### config.mk
export PLATFORM = sky130hd
export DESIGN_NAME = xtal_osc_32k_ctrl
export DESIGN_NICKNAME = d
export VERILOG_FILES = /design/src/rtl/xtal_osc_32k_ctrl.sv
export SDC_FILE = /design/constraint.sdc
export NUM_CORES = 1
export LEC_CHECK = 0
export BUFFER_PORTS_ARGS = -buffer_cell sky130_fd_sc_hd__buf_2
export CORE_MARGIN = 8
export CORE_UTILIZATION = 57
export DETAILED_ROUTE_END_ITERATION = 6
export HOLD_SLACK_MARGIN = 0.02
export PLACE_DENSITY = 0.89
export SLEW_MARGIN = 10
export SYNTH_ARGS = -nofsm -noshare
export SYNTH_HDL_FRONTEND = slang
export SYNTH_SLANG_ARGS = --single-unit
### constraint.sdc
create_clock -name clk -period 2.8 [get_ports clk]
set_input_delay 0.28 -clock clk [delete_from_list [all_inputs] [get_ports clk]]
set_output_delay 0.28 -clock clk [all_outputs]
set_load 0.02 [all_outputs]
### src/rtl/xtal_osc_32k_ctrl.sv
// xtal_osc_32k_ctrl
//   Start-up and supervision controller for a 32.768 kHz crystal oscillator.
//   Enables the oscillator with boost, counts xtal edges through boost and
//   settle phases, then flags clk_good.  A missing first edge or a later
//   edge gap raises a sticky fault that is cleared only by dropping en.
//
// Ports
//   clk        system clock (>= 8x xtal frequency)
//   rst_n      asynchronous active-low reset
//   en         software run request
//   xtal_dout  oscillator digital output, asynchronous to clk
//   osc_ena    oscillator enable pin
//   osc_boost  oscillator boost pin
//   clk_good   xtal clock verified stable
//   fault      sticky fault (startup timeout or clock loss)
//   state      FSM state, for debug
module xtal_osc_32k_ctrl #(
    parameter int          SYNC_STAGES  = 2,
    parameter logic [23:0] STARTUP_CYC  = 24'd2000000,
    parameter logic [15:0] BOOST_EDGES  = 16'd1024,
    parameter logic [15:0] SETTLE_EDGES = 16'd256,
    parameter logic [23:0] GAP_CYC      = 24'd1000
) (
    input  logic       clk,
    input  logic       rst_n,
    input  logic       en,
    input  logic       xtal_dout,
    output logic       osc_ena,
    output logic       osc_boost,
    output logic       clk_good,
    output logic       fault,
    output logic [2:0] state
);

    typedef enum logic [2:0] {
        S_OFF    = 3'd0,
        S_START  = 3'd1,
        S_BOOST  = 3'd2,
        S_SETTLE = 3'd3,
        S_RUN    = 3'd4,
        S_FAULT  = 3'd5
    } state_e;

    // A zero edge target behaves like a target of one.
    localparam logic [15:0] BOOST_EFF  = (BOOST_EDGES  == 16'd0) ? 16'd1 : BOOST_EDGES;
    localparam logic [15:0] SETTLE_EFF = (SETTLE_EDGES == 16'd0) ? 16'd1 : SETTLE_EDGES;

    state_e                 state_q, state_d;
    logic [SYNC_STAGES-1:0] sync_q, sync_d;
    logic                   hist_q, hist_d;
    // One cycle counter serves both the START timeout and the edge-gap
    // watchdog: it clears on START entry and on every rise.
    logic [23:0]            cyc_q, cyc_d;
    logic [15:0]            edge_q, edge_d;
    logic                   osc_ena_q, osc_ena_d;
    logic                   osc_boost_q, osc_boost_d;
    logic                   clk_good_q, clk_good_d;
    logic                   fault_q, fault_d;

    logic                   rise;
    logic [23:0]            cyc_inc;
    logic [15:0]            edge_inc;
    logic                   gap_exp;

    always_comb begin
        sync_d = {sync_q[SYNC_STAGES-2:0], xtal_dout};
        hist_d = sync_q[SYNC_STAGES-1];
    end

    assign rise     = sync_q[SYNC_STAGES-1] & ~hist_q;
    assign cyc_inc  = (cyc_q == 24'hFF_FFFF) ? cyc_q : cyc_q + 24'd1;
    assign edge_inc = (edge_q == 16'hFFFF) ? edge_q : edge_q + 16'd1;
    assign gap_exp  = (cyc_inc >= GAP_CYC);

    always_comb begin
        state_d = state_q;
        cyc_d   = cyc_inc;
        edge_d  = edge_q;
        if (!en) begin
            state_d = S_OFF;
            cyc_d   = '0;
            edge_d  = '0;
        end else begin
            case (state_q)
                S_OFF: begin
                    state_d = S_START;
                    cyc_d   = '0;
                    edge_d  = '0;
                end
                S_START: begin
                    if (rise) begin
                        cyc_d = '0;
                        // With a boost target of one, the first edge completes boost.
                        if (BOOST_EFF == 16'd1) begin
                            state_d = S_SETTLE;
                            edge_d  = '0;
                        end else begin
                            state_d = S_BOOST;
                            edge_d  = 16'd1;
                        end
                    end else if (cyc_inc >= STARTUP_CYC) begin
                        state_d = S_FAULT;
                    end
                end
                S_BOOST: begin
                    // A rise always wins over a simultaneous gap expiry.
                    if (rise) begin
                        cyc_d  = '0;
                        edge_d = edge_inc;
                        if (edge_inc >= BOOST_EFF) begin
                            state_d = S_SETTLE;
                            edge_d  = '0;
                        end
                    end else if (gap_exp) begin
                        state_d = S_FAULT;
                    end
                end
                S_SETTLE: begin
                    if (rise) begin
                        cyc_d  = '0;
                        edge_d = edge_inc;
                        if (edge_inc >= SETTLE_EFF) state_d = S_RUN;
                    end else if (gap_exp) begin
                        state_d = S_FAULT;
                    end
                end
                S_RUN: begin
                    if (rise)         cyc_d   = '0;
                    else if (gap_exp) state_d = S_FAULT;
                end
                S_FAULT: begin
                    cyc_d = cyc_q;
                end
                default: begin
                    state_d = S_OFF;
                    cyc_d   = '0;
                    edge_d  = '0;
                end
            endcase
        end
    end

    // Outputs are decoded from the next state so the registered pins line
    // up with state_q (clk_good rises on the edge that enters RUN).
    always_comb begin
        osc_ena_d   = (state_d == S_START) || (state_d == S_BOOST) ||
                      (state_d == S_SETTLE) || (state_d == S_RUN);
        osc_boost_d = (state_d == S_START) || (state_d == S_BOOST);
        clk_good_d  = (state_d == S_RUN);
        fault_d     = (state_d == S_FAULT);
    end

    always_ff @(posedge clk or negedge rst_n) begin
        if (!rst_n) begin
            state_q     <= S_OFF;
            sync_q      <= '0;
            hist_q      <= 1'b0;
            cyc_q       <= '0;
            edge_q      <= '0;
            osc_ena_q   <= 1'b0;
            osc_boost_q <= 1'b0;
            clk_good_q  <= 1'b0;
            fault_q     <= 1'b0;
        end else begin
            state_q     <= state_d;
            sync_q      <= sync_d;
            hist_q      <= hist_d;
            cyc_q       <= cyc_d;
            edge_q      <= edge_d;
            osc_ena_q   <= osc_ena_d;
            osc_boost_q <= osc_boost_d;
            clk_good_q  <= clk_good_d;
            fault_q     <= fault_d;
        end
    end

    assign osc_ena   = osc_ena_q;
    assign osc_boost = osc_boost_q;
    assign clk_good  = clk_good_q;
    assign fault     = fault_q;
    assign state     = state_q;

endmodule

; Yosys cells after proc, flatten, opt, wreduce, memory -nomap -nowiden
; Index checks and enable logic that the tools add are counted.
[word_totals]
register_bits = 50
inputBits = 4
word_cells = 62
[op_classes]
add_sub_neg = 2
order_cmp = 4
n_eq_ne = 17
muxes = 21
bitwise = 2
n_reduce_logical = 7
[ops]
columns = operator, count
row1 = $mux W16, 6
row2 = $mux W24, 3
row3 = $pmux W16 S4, 1
row4 = $pmux W24 S2, 1
row5 = $mux W3, 9
row6 = $add A24 B1 Y24 const B, 1
row7 = $eq A24 B24 Y1 const B, 1
row8 = $ge A24 B10 Y1 const B, 1
row9 = $ge A24 B21 Y1 const B, 1
row10 = $pmux W3 S6, 1
row11 = $add A16 B1 Y16 const B, 1
row12 = $eq A16 B16 Y1 const B, 1
row13 = $ge A16 B11 Y1 const B, 1
row14 = $ge A16 B9 Y1 const B, 1
row15 = $eq A3 B2 Y1 const B, 4
row16 = $eq A3 B3 Y1 const B, 4
row17 = $ne A3 B3 Y1 const B, 3
row18 = $eq A3 B1 Y1 const B, 2
row19 = $ne A2 B2 Y1 const B, 2
row20 = $reduce_and A4 Y1, 1
row21 = $reduce_or A4 Y1, 1
row22 = $logic_not A3 Y1, 1
row23 = $logic_or A1 B1 Y1, 3
row24 = $reduce_or A2 Y1, 1
row25 = other kinds (2), 2

; Logic depth before layout (Yosys ltp)
[logic_depth]
ltp_word = 11
ltp_mapped = 12
depth_no_buf = 10

; Worst setup path before layout
; Ideal clock, no wire load.
[synth_path]
path_kind = reg-to-reg
startpoint = reg edge_q[0]
endpoint = reg edge_q[3]
setup_time_ns = 0.110
arrival_ns = 2.510
t_required_ns = 2.690
slack_ns = 0.180
stages_incl_launch_ff = 11
n_path_buf = 2
path_cell_list = dfrtp_1 -> ha_1 -> nand2_1 -> nor4_1 -> mux2i_1 -> and3_1 -> a31oi_1 -> or2_1 -> buf_2 -> buf_4 -> o41ai_1
[synth_via]
elab_chain_len = 7
[synth_lines]
columns = element, line_no
row1 = from (decl), 54  ; logic [15:0] edge_q, edge_d;
row2 = from (signal assigned), 169  ; edge_q <= edge_d;
row3 = $add A16 B1 Y16 or $eq A16 B16 Y1 (tied branches), 72  ; assign edge_inc = (edge_q == 16'hFFFF) ? edge_q : edge_q + 16'd1;
row4 = $mux W16 (*), 72
row5 = $ge A16 B11 Y1, 110  ; if (edge_inc >= BOOST_EFF) begin
row6 = $mux W16, 110
row7 = $mux W16, 107  ; if (rise) begin
row8 = $pmux W16 S4 (*), 84  ; case (state_q)
row9 = $mux W16 (*), 79  ; if (!en) begin
; Mark *: on every way between the ends. The rest lies on a longest branch, timed or not. The select of a mux whose other input is x is not followed.
; A chain may end at the register's enable or synchronous reset.

; Final worst setup path
[layout_path]
startpoint = reg cyc_q[0]
endpoint = reg osc_ena_q, in the netlist osc_ena
[layout_via]
elab_chain_len = 11
[layout_lines]
columns = element, line_no
row1 = from (decl), 53  ; logic [23:0] cyc_q, cyc_d;
row2 = from (signal assigned), 168  ; cyc_q <= cyc_d;
row3 = $add A24 B1 Y24 or $eq A24 B24 Y1 (tied branches), 71  ; assign cyc_inc = (cyc_q == 24'hFF_FFFF) ? cyc_q : cyc_q + 24'd1;
row4 = $mux W24 (*), 71
row5 = $ge A24 B10 Y1 or $ge A24 B21 Y1 (tied branches), "73, 101"
row6 = $mux W3 (on tied branches) (2 in series), n/a
row7 = $pmux W3 S6 (*), 84
row8 = $mux W3 (*), 79
row9 = $eq A3 B1 Y1 or $eq A3 B2 Y1 (tied branches), 146  ; osc_ena_d = (state_d == S_START) || (state_d == S_BOOST) ||
row10 = $logic_or A1 B1 Y1 (2 in series), 146
row11 = $logic_or A1 B1 Y1 (*), 147  ; (state_d == S_SETTLE) || (state_d == S_RUN);
row12 = named net osc_ena_d, 55  ; logic osc_ena_q, osc_ena_d;
row13 = to (signal assigned), 170  ; osc_ena_q <= osc_ena_d;
row14 = to (decl), 55
; Mark *: on every way through the listed nets, which the timed path passes. The rest lies on a longest branch.

==> run summary <==
Outcome: complete, but fails checks
Failing checks: design-rule violations, negative hold slack, negative setup slack
Netlist cell types: 64
Async SR Flop Fraction: 1.00
Post-synth EDFFs: 0
Number of buffers and inverters on the critical path: 1
Vias per Instance: 7.02
Fin. Hold Viols: 21
H-tree depth: 2
Worst Skew: 0.0130 ns
Syn nets: 453
Cells after Synth: 447
CP max-delay cell: or4b_4
Area Growth Syn to Fin: 14.9%
Type of origin of the critical path: flip-flop
Remaining antenna violation count: 0
Syn_area_per_cell: 7.98 µm²
WS Path Type: reg2reg
Placer Congestion: 1.00
Crit path DAT: 3.02 ns
Initial Util: 0.575
Hold_buf cts: 0
Worst endpoint required time: 3.02 ns
Clk sinks: 50
WL/cell: 17.8 µm
Simple-gate share of the synthesized area: 0.311
Post-synthesis adder-cell area fraction: 0.00701
Layout Nets: 483
Buffer depth of the longest clock path: 2
Antenna Cells: 0
Vias: 3887
Synth Flop Type: dfrtp_1
Final Cycle Share: 1.00
Commonest non-fill, non-tap cells in the layout: nand2_1 (48), buf_4 (48), o21ai_0 (46)
TNS Setup: -0.00297 ns
Layout fillers: 441
PnR worst setup slack: -0.00297 ns
Min cycle time layout: 2.80 ns
Initial DRC count: 506
Drt first pass iters: 7
Post-synthesis mux area share: 0.0119
Slowest stage delay, CP: 0.57 ns
Worst hold path class: in2async
Syn Std Cell Area: 3570 µm²
First-pass GRT wire length: 15800 µm
Met1 Usage GRT: 0.285
Synth Area in XOR/XNOR: 0.0270
Met3 Track Usage GR: 0.0276
Worst VDD drop: 223 µV
Total die area: 9050 µm²
GR peak layer: met2
Reg clk slew, reported paths: 0.10 ns
Grt ovf: 0
TritonCTS clock tree: yes
Worst-path fanout max: 6
Root buffer cell: clkbuf_8
Die span in y: 95.1 µm
Slew @ Worst Pin: 0.709 ns
Share of cells above drive strength 1: 0.233
Worst skew pair latency: 0.31 ns
Register area share after synthesis: 0.351
Final Max Tran Viols: 0
Pre-CTS WS: -0.0370 ns
Max-cap viol count: 0
Core Footprint: 6200 µm²
Post-DP HPWL: 6570 µm
Post-synthesis compound-gate area fraction: 0.243
Largest net degree at the start of global routing: 51
#FFs+latches synth: 50
Main combinational cell family by area after synthesis: simple AND/OR/NAND/NOR gates
Met2 Track Usage GR: 0.337
Cells along the critical path: buf_4 > nand4_4 > or4_4 > or4b_4 > o22ai_4 > nand4_1 > a2bb2oi_1 > nand2_1 > nand2_1 > a221oi_2
FF+latch area: 1260 µm²
DRT Wirelength: 9850 µm
Multi-input gate area: 2220 µm²
Crit-path most repeated cell: nand2_1
Number of port buffers: 10
Vias in the first global route: 3365
Antenna violations before repair: 0
Die width: 95.1 µm
Setup crit end kind: flip-flop
CTS Buf Count: 5
DR DRC count: 1
Yosys warns: 0
Max-slew headroom: 0.527
Total track usage: 0.213
RSZ-0062 raised after global routing: yes
Fmax: 357 MHz
Leak: 1.69 nW
Largest delay share family, worst path: simple AND/OR/NAND/NOR gates
Total I/O pin count: 11
Setup violations, final: 1
WHS: -0.0224 ns
PD cells: 314 nW/µm²
Row cnt: 29
[synthesized netlist by cell type, drive strengths merged (8+ instances only)]
cell type	number	area (µm²)
a21oi	30	154
a31oi	9	56.3
and3	13	81.3
buf	11	58.8
clkbuf	23	86.3
dfrtp	50	1250
inv	8	30.0
nand2	48	180
nand3	20	105
nand4	27	211
nor2	39	146
nor3	15	75.1
nor4	10	96.4
o21ai	49	245
xnor2	8	70.1
[through the flow]
step	area, µm²	cells	utilization	total power, mW
floorplan	3570	447	-	0.840
global placement	3890	543	0.627	0.881
detailed placement	3890	543	0.627	0.885
CTS	4000	550	0.644	1.29
global route	4100	554	0.661	1.34
finish	4100	554	0.661	1.29
[worst paths after layout]
kind	slack, ns	cells past startpoint	start	to
min	-0.02	1	rst_n	cyc_q[23]
max in group asynchronous	2.33	1	rst_n	cyc_q[10]
min in group clk	0.08	1	xtal_dout	sync_q[0]
min reg2reg	0.37	0	sync_q[0]	sync_q[1]
max	-0.003	10	cyc_q[0]	osc_ena
max reg2reg	-0.003	10	cyc_q[0]	osc_ena
[cells by family after synthesis]
family          after synthesis
simple gates                201
compound gates              137
flops                        50
buf+inv                      42
xor+xnor                     11
mux                           4
fa+ha+maj                     2
[registers in the layout (all words and copies together), names as in the netlist]
signal and cells:
clk_good 1, osc_ena 1, cyc_q 24, osc_boost 1, state 3, hist_q 1
edge_q 16, fault 1, sync_q 2
[layout make-up]
| cell class | instances | area share |
|---|---|---|
| timing repair buffer | 57 | 0.0989 |
| clock inverter | 1 | 0.00183 |
| sequential | 50 | 0.309 |
| multi-input combinational | 355 | 0.542 |
| clock buffer | 6 | 0.0177 |
| inverter | 8 | 0.00732 |
| tap | 77 | 0.0235 |
[timing repair]
action,CTS,global route
gates resized for setup,9,18
pin swaps,4,5
setup buffers,0,4
endpoints found under the setup margin,10,15
[per-layer routing]
layer / wire length (µm) / part of all wire / vias up
met5: 0 / 0 / -
met4: 357 / 0.036 / 0
met3: 910 / 0.092 / 69
met2: 4560 / 0.46 / 280
met1: 4020 / 0.41 / 1796
li1: - / - / 1742
[power breakdown]
part,internal [mW],total (mW),switching (mW)
Sequential,0.732,0.744,0.0122
Clock,0.172,0.413,0.241
Combinational,0.0438,0.132,0.0877
Note: power is estimated with default switching activity, not from simulation.
